==> config.mk <==
export PLATFORM = sky130hd
export DESIGN_NAME = j1_io_fabric
export DESIGN_NICKNAME = d
export VERILOG_FILES = /design/src/rtl/j1_io_pkg.sv /design/src/rtl/io_wait_timer.sv /design/src/rtl/j1_io_fabric.sv
export SDC_FILE = /design/constraint.sdc
export NUM_CORES = 1
export LEC_CHECK = 0
export ABC_AREA = 1
export CORE_MARGIN = 1.5
export CORE_UTILIZATION = 44
export DETAILED_ROUTE_END_ITERATION = 12
export GPL_TIMING_DRIVEN = 0
export PLACE_DENSITY = 0.77
export SYNTH_ARGS = -nofsm -noshare
export SYNTH_HDL_FRONTEND = slang
export SYNTH_SLANG_ARGS = --single-unit
==> constraint.sdc <==
create_clock -name sys_clk_i -period 1.6 [get_ports sys_clk_i]
set_input_delay 0.24 -clock sys_clk_i [delete_from_list [all_inputs] [get_ports sys_clk_i]]
set_output_delay 0.24 -clock sys_clk_i [all_outputs]
set_load 0.02 [all_outputs]
==> src/rtl/j1_io_pkg.sv <==
// Shared types and constants for the J1 I/O fabric: FSM states, status page layout, flag bits.
package j1_io_pkg;

    typedef enum logic [1:0] {
        IDLE   = 2'd0,
        ACCESS = 2'd1,
        DONE   = 2'd2
    } io_state_t;

    localparam int STAT_OFF_FLAGS    = 0;
    localparam int STAT_OFF_ERR_ADDR = 1;
    localparam int STAT_OFF_COUNT    = 2;

    localparam int FLAG_UNMAPPED = 0;
    localparam int FLAG_TIMEOUT  = 1;

    localparam logic [15:0] IO_DEFAULT_DATA = 16'h0666;

endpackage

==> src/rtl/io_wait_timer.sv <==
// Wait-state counter for slave accesses: cleared outside an access, counts unacked cycles,
// and holds once it reaches TIMEOUT.
module io_wait_timer #(
    parameter int TIMEOUT = 15
) (
    input  logic i_clk,
    input  logic i_rst,
    input  logic i_clear,
    input  logic i_enable,
    output logic o_expired
);

    localparam int CNT_W = $clog2(TIMEOUT + 1);
    localparam logic [CNT_W-1:0] LIMIT = CNT_W'(TIMEOUT);

    logic [CNT_W-1:0] r_cnt;

    always_ff @(posedge i_clk) begin
        if (i_rst || i_clear) begin
            r_cnt <= '0;
        end else if (i_enable && !o_expired) begin
            r_cnt <= r_cnt + CNT_W'(1);
        end
    end

    assign o_expired = (r_cnt == LIMIT);

endmodule

==> src/rtl/j1_io_fabric.sv <==
// J1 I/O interconnect: page decode onto NUM_SLAVES slave channels, ack wait with timeout,
// unmapped/timeout error trapping and a status page (flags, first error address, transaction count).
module j1_io_fabric
    import j1_io_pkg::*;
#(
    parameter int                 NUM_SLAVES   = 4,
    parameter int                 DATA_W       = 16,
    parameter int                 ADDR_W       = 16,
    parameter int                 PAGE_W       = 8,
    parameter logic [PAGE_W-1:0]  BASE_PAGE    = 8'h67,
    parameter logic [PAGE_W-1:0]  STATUS_PAGE  = 8'h7F,
    parameter int                 TIMEOUT      = 15,
    parameter logic [DATA_W-1:0]  DEFAULT_DATA = IO_DEFAULT_DATA
) (
    input  logic                         sys_clk_i,
    input  logic                         sys_rst_i,
    input  logic                         m_rd,
    input  logic                         m_wr,
    input  logic [ADDR_W-1:0]            m_addr,
    input  logic [DATA_W-1:0]            m_dout,
    output logic [DATA_W-1:0]            m_din,
    output logic                         m_busy,
    output logic [NUM_SLAVES-1:0]        s_cs,
    output logic                         s_rd,
    output logic                         s_wr,
    output logic [ADDR_W-PAGE_W-1:0]     s_addr,
    output logic [DATA_W-1:0]            s_dout,
    input  logic [NUM_SLAVES*DATA_W-1:0] s_din,
    input  logic [NUM_SLAVES-1:0]        s_ack
);

    localparam int OFF_W = ADDR_W - PAGE_W;
    localparam int SEL_W = (NUM_SLAVES > 1) ? $clog2(NUM_SLAVES) : 1;
    localparam logic [PAGE_W-1:0] SLAVE_SPAN = PAGE_W'(NUM_SLAVES);

    io_state_t          r_state;
    logic [SEL_W-1:0]   r_sel;
    logic               r_write;
    logic [ADDR_W-1:0]  r_addr;
    logic [ADDR_W-1:0]  r_err_addr;
    logic [1:0]         r_flags;
    logic [DATA_W-1:0]  r_count;

    logic [PAGE_W-1:0]  w_page;
    logic [PAGE_W-1:0]  w_slot;
    logic [OFF_W-1:0]   w_off;
    logic               w_req;
    logic               w_hit;
    logic               w_status;
    logic               w_ack;
    logic               w_expired;
    logic               w_err_free;
    logic [DATA_W-1:0]  w_sel_din;
    logic [DATA_W-1:0]  w_status_rd;

    // Unsigned wrap of page - BASE_PAGE makes pages below the base land far outside the span.
    always_comb begin
        w_page     = m_addr[ADDR_W-1 -: PAGE_W];
        w_off      = m_addr[OFF_W-1:0];
        w_slot     = w_page - BASE_PAGE;
        w_hit      = (w_slot < SLAVE_SPAN);
        w_status   = (w_page == STATUS_PAGE);
        w_req      = (m_rd || m_wr) && (r_state != ACCESS);
        w_ack      = s_ack[r_sel];
        w_sel_din  = s_din[int'(r_sel) * DATA_W +: DATA_W];
        w_err_free = (r_flags == 2'b00);
    end

    always_comb begin
        w_status_rd = '0;
        if (w_off == OFF_W'(STAT_OFF_FLAGS)) begin
            w_status_rd = DATA_W'(r_flags);
        end else if (w_off == OFF_W'(STAT_OFF_ERR_ADDR)) begin
            w_status_rd = DATA_W'(r_err_addr);
        end else if (w_off == OFF_W'(STAT_OFF_COUNT)) begin
            w_status_rd = r_count;
        end
    end

    io_wait_timer #(
        .TIMEOUT   (TIMEOUT)
    ) u_wait_timer (
        .i_clk     (sys_clk_i),
        .i_rst     (sys_rst_i),
        .i_clear   (r_state != ACCESS),
        .i_enable  ((r_state == ACCESS) && !w_ack),
        .o_expired (w_expired)
    );

    always_ff @(posedge sys_clk_i) begin
        if (sys_rst_i) begin
            r_state    <= IDLE;
            r_sel      <= '0;
            r_write    <= 1'b0;
            r_addr     <= '0;
            r_err_addr <= '0;
            r_flags    <= '0;
            r_count    <= '0;
            m_din      <= '0;
            s_cs       <= '0;
            s_rd       <= 1'b0;
            s_wr       <= 1'b0;
            s_addr     <= '0;
            s_dout     <= '0;
        end else begin
            case (r_state)
                IDLE, DONE: begin
                    r_state <= IDLE;
                    if (w_req) begin
                        r_state <= DONE;
                        if (w_hit) begin
                            r_state <= ACCESS;
                            r_sel   <= w_slot[SEL_W-1:0];
                            r_write <= m_wr;
                            r_addr  <= m_addr;
                            s_cs    <= NUM_SLAVES'(1) << w_slot;
                            s_rd    <= !m_wr;
                            s_wr    <= m_wr;
                            s_addr  <= w_off;
                            s_dout  <= m_dout;
                        end else if (w_status) begin
                            if (!m_wr) begin
                                m_din <= w_status_rd;
                            end else if (w_off == OFF_W'(STAT_OFF_FLAGS)) begin
                                r_flags <= r_flags & ~m_dout[1:0];
                            end
                        end else begin
                            if (!m_wr) begin
                                m_din <= DEFAULT_DATA;
                            end
                            if (w_err_free) begin
                                r_err_addr <= m_addr;
                            end
                            r_flags[FLAG_UNMAPPED] <= 1'b1;
                            r_count <= r_count + DATA_W'(1);
                        end
                    end
                end
                ACCESS: begin
                    // An ack in the final wait cycle still wins over the timeout.
                    if (w_ack || w_expired) begin
                        r_state <= DONE;
                        s_cs    <= '0;
                        s_rd    <= 1'b0;
                        s_wr    <= 1'b0;
                        r_count <= r_count + DATA_W'(1);
                        if (w_ack) begin
                            if (!r_write) begin
                                m_din <= w_sel_din;
                            end
                        end else begin
                            if (!r_write) begin
                                m_din <= DEFAULT_DATA;
                            end
                            if (w_err_free) begin
                                r_err_addr <= r_addr;
                            end
                            r_flags[FLAG_TIMEOUT] <= 1'b1;
                        end
                    end
                end
                default: r_state <= IDLE;
            endcase
        end
    end

    assign m_busy = (r_state == ACCESS);

endmodule

Word-level counts from Yosys, hierarchy flattened:

Index checks and enable logic that the tools add are counted.

* register bits after elaboration: 105
* bits of input ports: 104
* output and inout bits: 47

* $add $sub $neg: 3
* magnitude comparators: 2
* equality and inequality tests: 22
* shifts and indexed selects: 2
* multiplexer cells: 52
* bitwise gates (word level): 3
* reduce and logical (&&, ||, !) cells: 21

Operator list (number)
* two-way mux 16 bit: 23
* case mux 16 bit (2 select lines): 3
* indexed part select 64 x 7 -> 16 bit: 1
* != test 2 bit, second input constant: 12
* adder 16 x 1 -> 16 bit, second input constant: 1
* AND reduction 8 bit: 2
* two-way mux 2 bit: 7
* two-way mux 4 bit: 3
* two-way mux 1 bit: 10
* AND reduction 5 bit: 2
* equality test 8 x 1 -> 1 bit, second input constant: 1
* equality test 8 x 2 -> 1 bit, second input constant: 1
* equality test 8 x 7 -> 1 bit, second input constant: 1
* zero test 8 bit: 1
* less-than comparator 8 x 3 -> 1 bit, second input constant: 1
* != test 2 x 1 -> 1 bit, second input constant: 4
* case mux 4 bit (2 select lines): 1
* left shift 1 x 8 -> 4 bit, first input constant: 1
* subtractor 8 x 7 -> 8 bit, second input constant: 1
* case mux 1 bit (2 select lines): 3
* AND reduction 6 bit: 1
* adder 4 x 1 -> 4 bit, second input constant: 1
* equality test 4 bit, second input constant: 1
* zero test 2 bit: 2
* 15 further kinds: 21

Depth between registers and ports, before layout:

* depth in word-level cells: 9
* depth in mapped cells: 13
* mapped depth without buffers: 13

By module:

From an unflattened synthesis, not the netlist that was laid out.

* cell total of the unflattened synthesis: 898
* area, all modules: 5667.9 sq um

By module, submodules not included
* j1_io_fabric: times used 1, cells each 869, area each 5467.7 sq um, seq. area each 1861.8 sq um
* io_wait_timer: times used 1, cells each 29, area each 200.2 sq um, seq. area each 80.1 sq um

Least setup slack after synthesis:

Ideal clock, no wire load.

* path kind: input -> register
* start point: input m_addr[8]
* end point: register r_err_addr[5]
* setup time: 0.132 ns
* arrival: 1.403 ns
* data required time: 1.468 ns
* setup slack: 0.065 ns
* stages: 10
* buffers on the path: 1
* cells stage by stage: ha_1 > nand2_1 > nor2_1 > nand2_1 > a21oi_1 > nor2_4 > nand3_4 > buf_6 > nand2_1 > a21oi_1

* longest elaborated chain between the ends: 4

Ends and longest elaborated chain
* from (decl): RTL line j1_io_fabric.sv:19 `input logic [ADDR_W-1:0] m_addr,`
* subtractor 8 x 7 -> 8 bit: RTL line j1_io_fabric.sv:60 `w_slot = w_page - BASE_PAGE;`
* less-than comparator 8 x 3 -> 1 bit: RTL line j1_io_fabric.sv:61 `w_hit = (w_slot < SLAVE_SPAN);`
* != test 2 bit (no line)
* AND reduction 8 bit (no line) *
* to (signal assigned): RTL line j1_io_fabric.sv:132 `r_err_addr <= m_addr;`
* to (signal assigned): RTL line j1_io_fabric.sv:156 `r_err_addr <= r_addr;`
* to (decl): RTL line j1_io_fabric.sv:40 `logic [ADDR_W-1:0] r_err_addr;`

Every way passes the cells marked *; elsewhere a longest branch is shown, timed or not.
A chain may end at the register's enable or synchronous reset.

Worst setup path in the final report:

* start point: register r_sel[0]
* end point: register r_err_addr[8]

* longest elaborated chain between the ends: 5

Ends and longest elaborated chain
* from (decl): RTL line j1_io_fabric.sv:37 `logic [SEL_W-1:0] r_sel;`
* from (signal assigned): RTL line j1_io_fabric.sv:113 `r_sel <= w_slot[SEL_W-1:0];`
* binary-select mux 1 bit (select 2 bit) *: RTL line j1_io_fabric.sv:64 `w_ack = s_ack[r_sel];`
* two-way mux 1 bit (implied by the code) *: RTL line j1_io_fabric.sv:64
* logical OR 1 bit: RTL line j1_io_fabric.sv:141 `if (w_ack || w_expired) begin`
* != test 2 x 1 -> 1 bit (no line)
* AND reduction 8 bit (no line) *

Every way passes the cells marked *; elsewhere a longest branch is shown, timed or not. The select of a mux whose other input is x is not followed.

==> reports/results.ini <==
[outcome]
outcome = complete, but fails checks
violations = setup timing

[timing]
finalMaxSlewViolations = 0
fin_crit_sh_pct = 109.7
slew_headroom_pct = 49.20
period_needed_ns = 1.756
hold_viol = 0
worstMarginPinSlew_ns = 0.7621
setup_viol = 49
fmax_ghz = 0.5695
hold_ws_ns = 0.2404
setup_ws_ns = -0.1558
finClkSkew_ns = 0.008767
rsz0062_at_grt = yes

[route]
wl_mm = 19.65
drc_errors = 0
initialDrtViolationCount = 560
drt-vias-per-instance = 5.387
dr.pass1.iters = 5
avgRoutedWirePerCell_um = 16.10
vias = 6578
ant_nets = 0

[die]
die_height_um = 115.1
fp.dieW_um = 115.1
rows = 40
die_area_mm2 = 0.01325
initial_core_util_pct = 45.66
core_area_mm2 = 0.01211
ioPinCount = 151

[finish]
nNetsFinal = 1155
antenna_cells = 0
syn2layout_area_growth_pct = 52.74
instances_no_fill = 1221
drive_gt1_share_pct = 20.89

[setup_path]
end_kind = flip-flop
critPathMaxFanout = 7
cp-start-kind = flip-flop
cp_data_required_time_ns = 1.80
worstPathArrival_ns = 1.96
r2r_cells = 13
critPathKind = flip-flop to flip-flop

[yosys]
synthTopCellsByCount = 166 x nand2_1, 131 x nor2_1, 102 x o21ai_0, 97 x dfxtp_1, 71 x inv_1
synth_cell_type_count = 34
synth_edf_count = 0
yosys.area.top_type_share_pct = 35.11
synthTopCellsByArea = dfxtp_1 35%, nand2_1 11%, o21ai_0 9.2%
muxShareOfSynthArea_pct = 0
synth_top_area_cell = dfxtp_1
synth_top_family_by_area = simple AND/OR/NAND/NOR gates
synth-seq-cells = 97
synth_area_per_cell_um2 = 6.522
yosys_warnings = 0
synthesis.area_mm2 = 0.005530
synth_compound_area_share_pct = 17.53
synth_xor_area_share_pct = 2.059
synthCells = 848
yosysMostFrequentCell = nand2_1
synth_simple_gate_area_share_pct = 33.91
yosysSeqAreaShare_pct = 35.11
async_flop_share_pct = 0
synth_nets = 955
synthAdderAreaFrac_pct = 0.6787
synthFlopType = dfxtp_1

[placed_design]
placedCellCount = 1165
io_buffers = 149
hpwl_mm = 13.25
place_congestion = 0.9282

[clocking]
htree_levels = 3
clkSlewWorstSetupHoldPaths_ns = 0.07
clock_sinks = 97
cts_hold_repair.buffers = 0
clock_latency_ns = 0.36
cts_max_path_buffers = 2
cts_tree = done
cts_made_buffers = 9
cts-root-buf = clkbuf_16

[grt]
grt_pass1_vias = 5959
grt.overflow.total = 0
grt_antenna_before_repair = 0
track_usage_pct = 28.47
grt_pass1_wl_mm = 29.60
grt_max_degree = 17

[pwr]
peakVddDrop_mv = 0.5672
p_total_mw = 6.450
power_density_mw_per_mm2 = 763.7
p_leak_nw = 3.409

[hold_path]
hold_depth = 2
worstHoldPathType = input pin to flip-flop

[run]
drv_cap = 0

-- cell families (layout without fill, tap and decap cells) --
group | Yosys count | in the layout
AOI/OAI and AO/OA | 184 | 184
buffers and inverters | 134 | 336
DFF | 97 | 97
xor gates and xnor gates | 13 | 13
and+or+nand+nor | 417 | 420
adders and majority gates | 3 | 3
-- layer usage --
metal	GRT usage, %	vias up	part of all wire, %
li1	-	3214	-
met1	36.14	2980	41
met2	48.06	345	47
met3	5.008	39	9.2
met4	11.44	0	2.5
met5	0	-	0
-- critical path: stages (launching register included) --
cell and delay [ns]:
dfxtp_2 0.33, buf_8 0.14, inv_8 0.07, nand2_4 0.05
nand3_4 0.08, nand2_4 0.07, nand3_4 0.09, inv_4 0.06
nor2_8 0.12, buf_12 0.15, nand3_4 0.11, buf_6 0.17
nand2_2 0.07, a21oi_1 0.08
-- worst paths after layout --
kind                            slack, ns  startpoint             to
worst max-delay path                -0.16    r_sel[0]  r_err_addr[8]
worst min-delay path                 0.24   sys_rst_i           s_wr
worst max register to register      -0.16    r_sel[0]  r_err_addr[8]
worst min register to register       0.46  r_addr[12]     r_addr[12]
-- cells in the final DEF, fill, tap and decap left out, types with 12 or more instances in the layout --
cell	instances
nand4_1	39
nand2_1	122
clkdlybuf4s50_1	131
a21oi_1	40
clkbuf_1	12
nor2_1	117
o21ai_0	96
nand3_1	54
buf_6	17
dfxtp_1	90
inv_1	66
dlygate4sd2_1	13
buf_4	42
nand2_2	39
a21oi_2	16
xor2_1	13
-- final cells by class --
cell class	count	area, um^2
tap	168	210.2
timing repair buffer	188	1814
inverter	78	320.3
clock buffer	10	229.0
sequential	97	1956
clock inverter	6	113.9
multi-input combinational	620	3408
buffer	54	395.4
fill	1044	3665
-- where the power goes --
part	internal [mW]	switching, mW	total [mW]
combinational	0.646	0.667	1.31
sequential	2.52	0.0809	2.60
clock	1.53	1.00	2.54
total	4.70	1.75	6.45
-- stage by stage --
stage / TNS, ns / cell area [um^2] / worst slack, ns / utilization [%]
6_report: -2.980 / 8447 / -0.1558 / 69.74
5_1_grt: -6.896 / 8447 / -0.2042 / 69.74
4_1_cts: -0.6761 / 8255 / -0.05483 / 68.16
3_5_place_dp: -71.52 / 7232 / -0.8679 / 59.71
3_3_place_gp: -68.74 / 7232 / -0.8372 / 59.71
2_1_floorplan: 0 / 5530 / 0.06508 / -
-- flip-flops by register name, summed over array words and instances (netlist names), 2 cells and up --
name                cells
m_din                  16
r_addr                  9
r_count                16
r_err_addr             16
r_flags                 2
r_sel                   2
r_state                 2
s_addr                  7
s_cs                    4
s_dout                 16
u_wait_timer.r_cnt      4
-- repair_timing --
item,in CTS,in global routing
pin swaps,19,13
setup endpoints to repair,105,95
buffers inserted,28,7
gates cloned,5,2
gates resized for setup,163,59
Power figures use the tool's default switching activity.
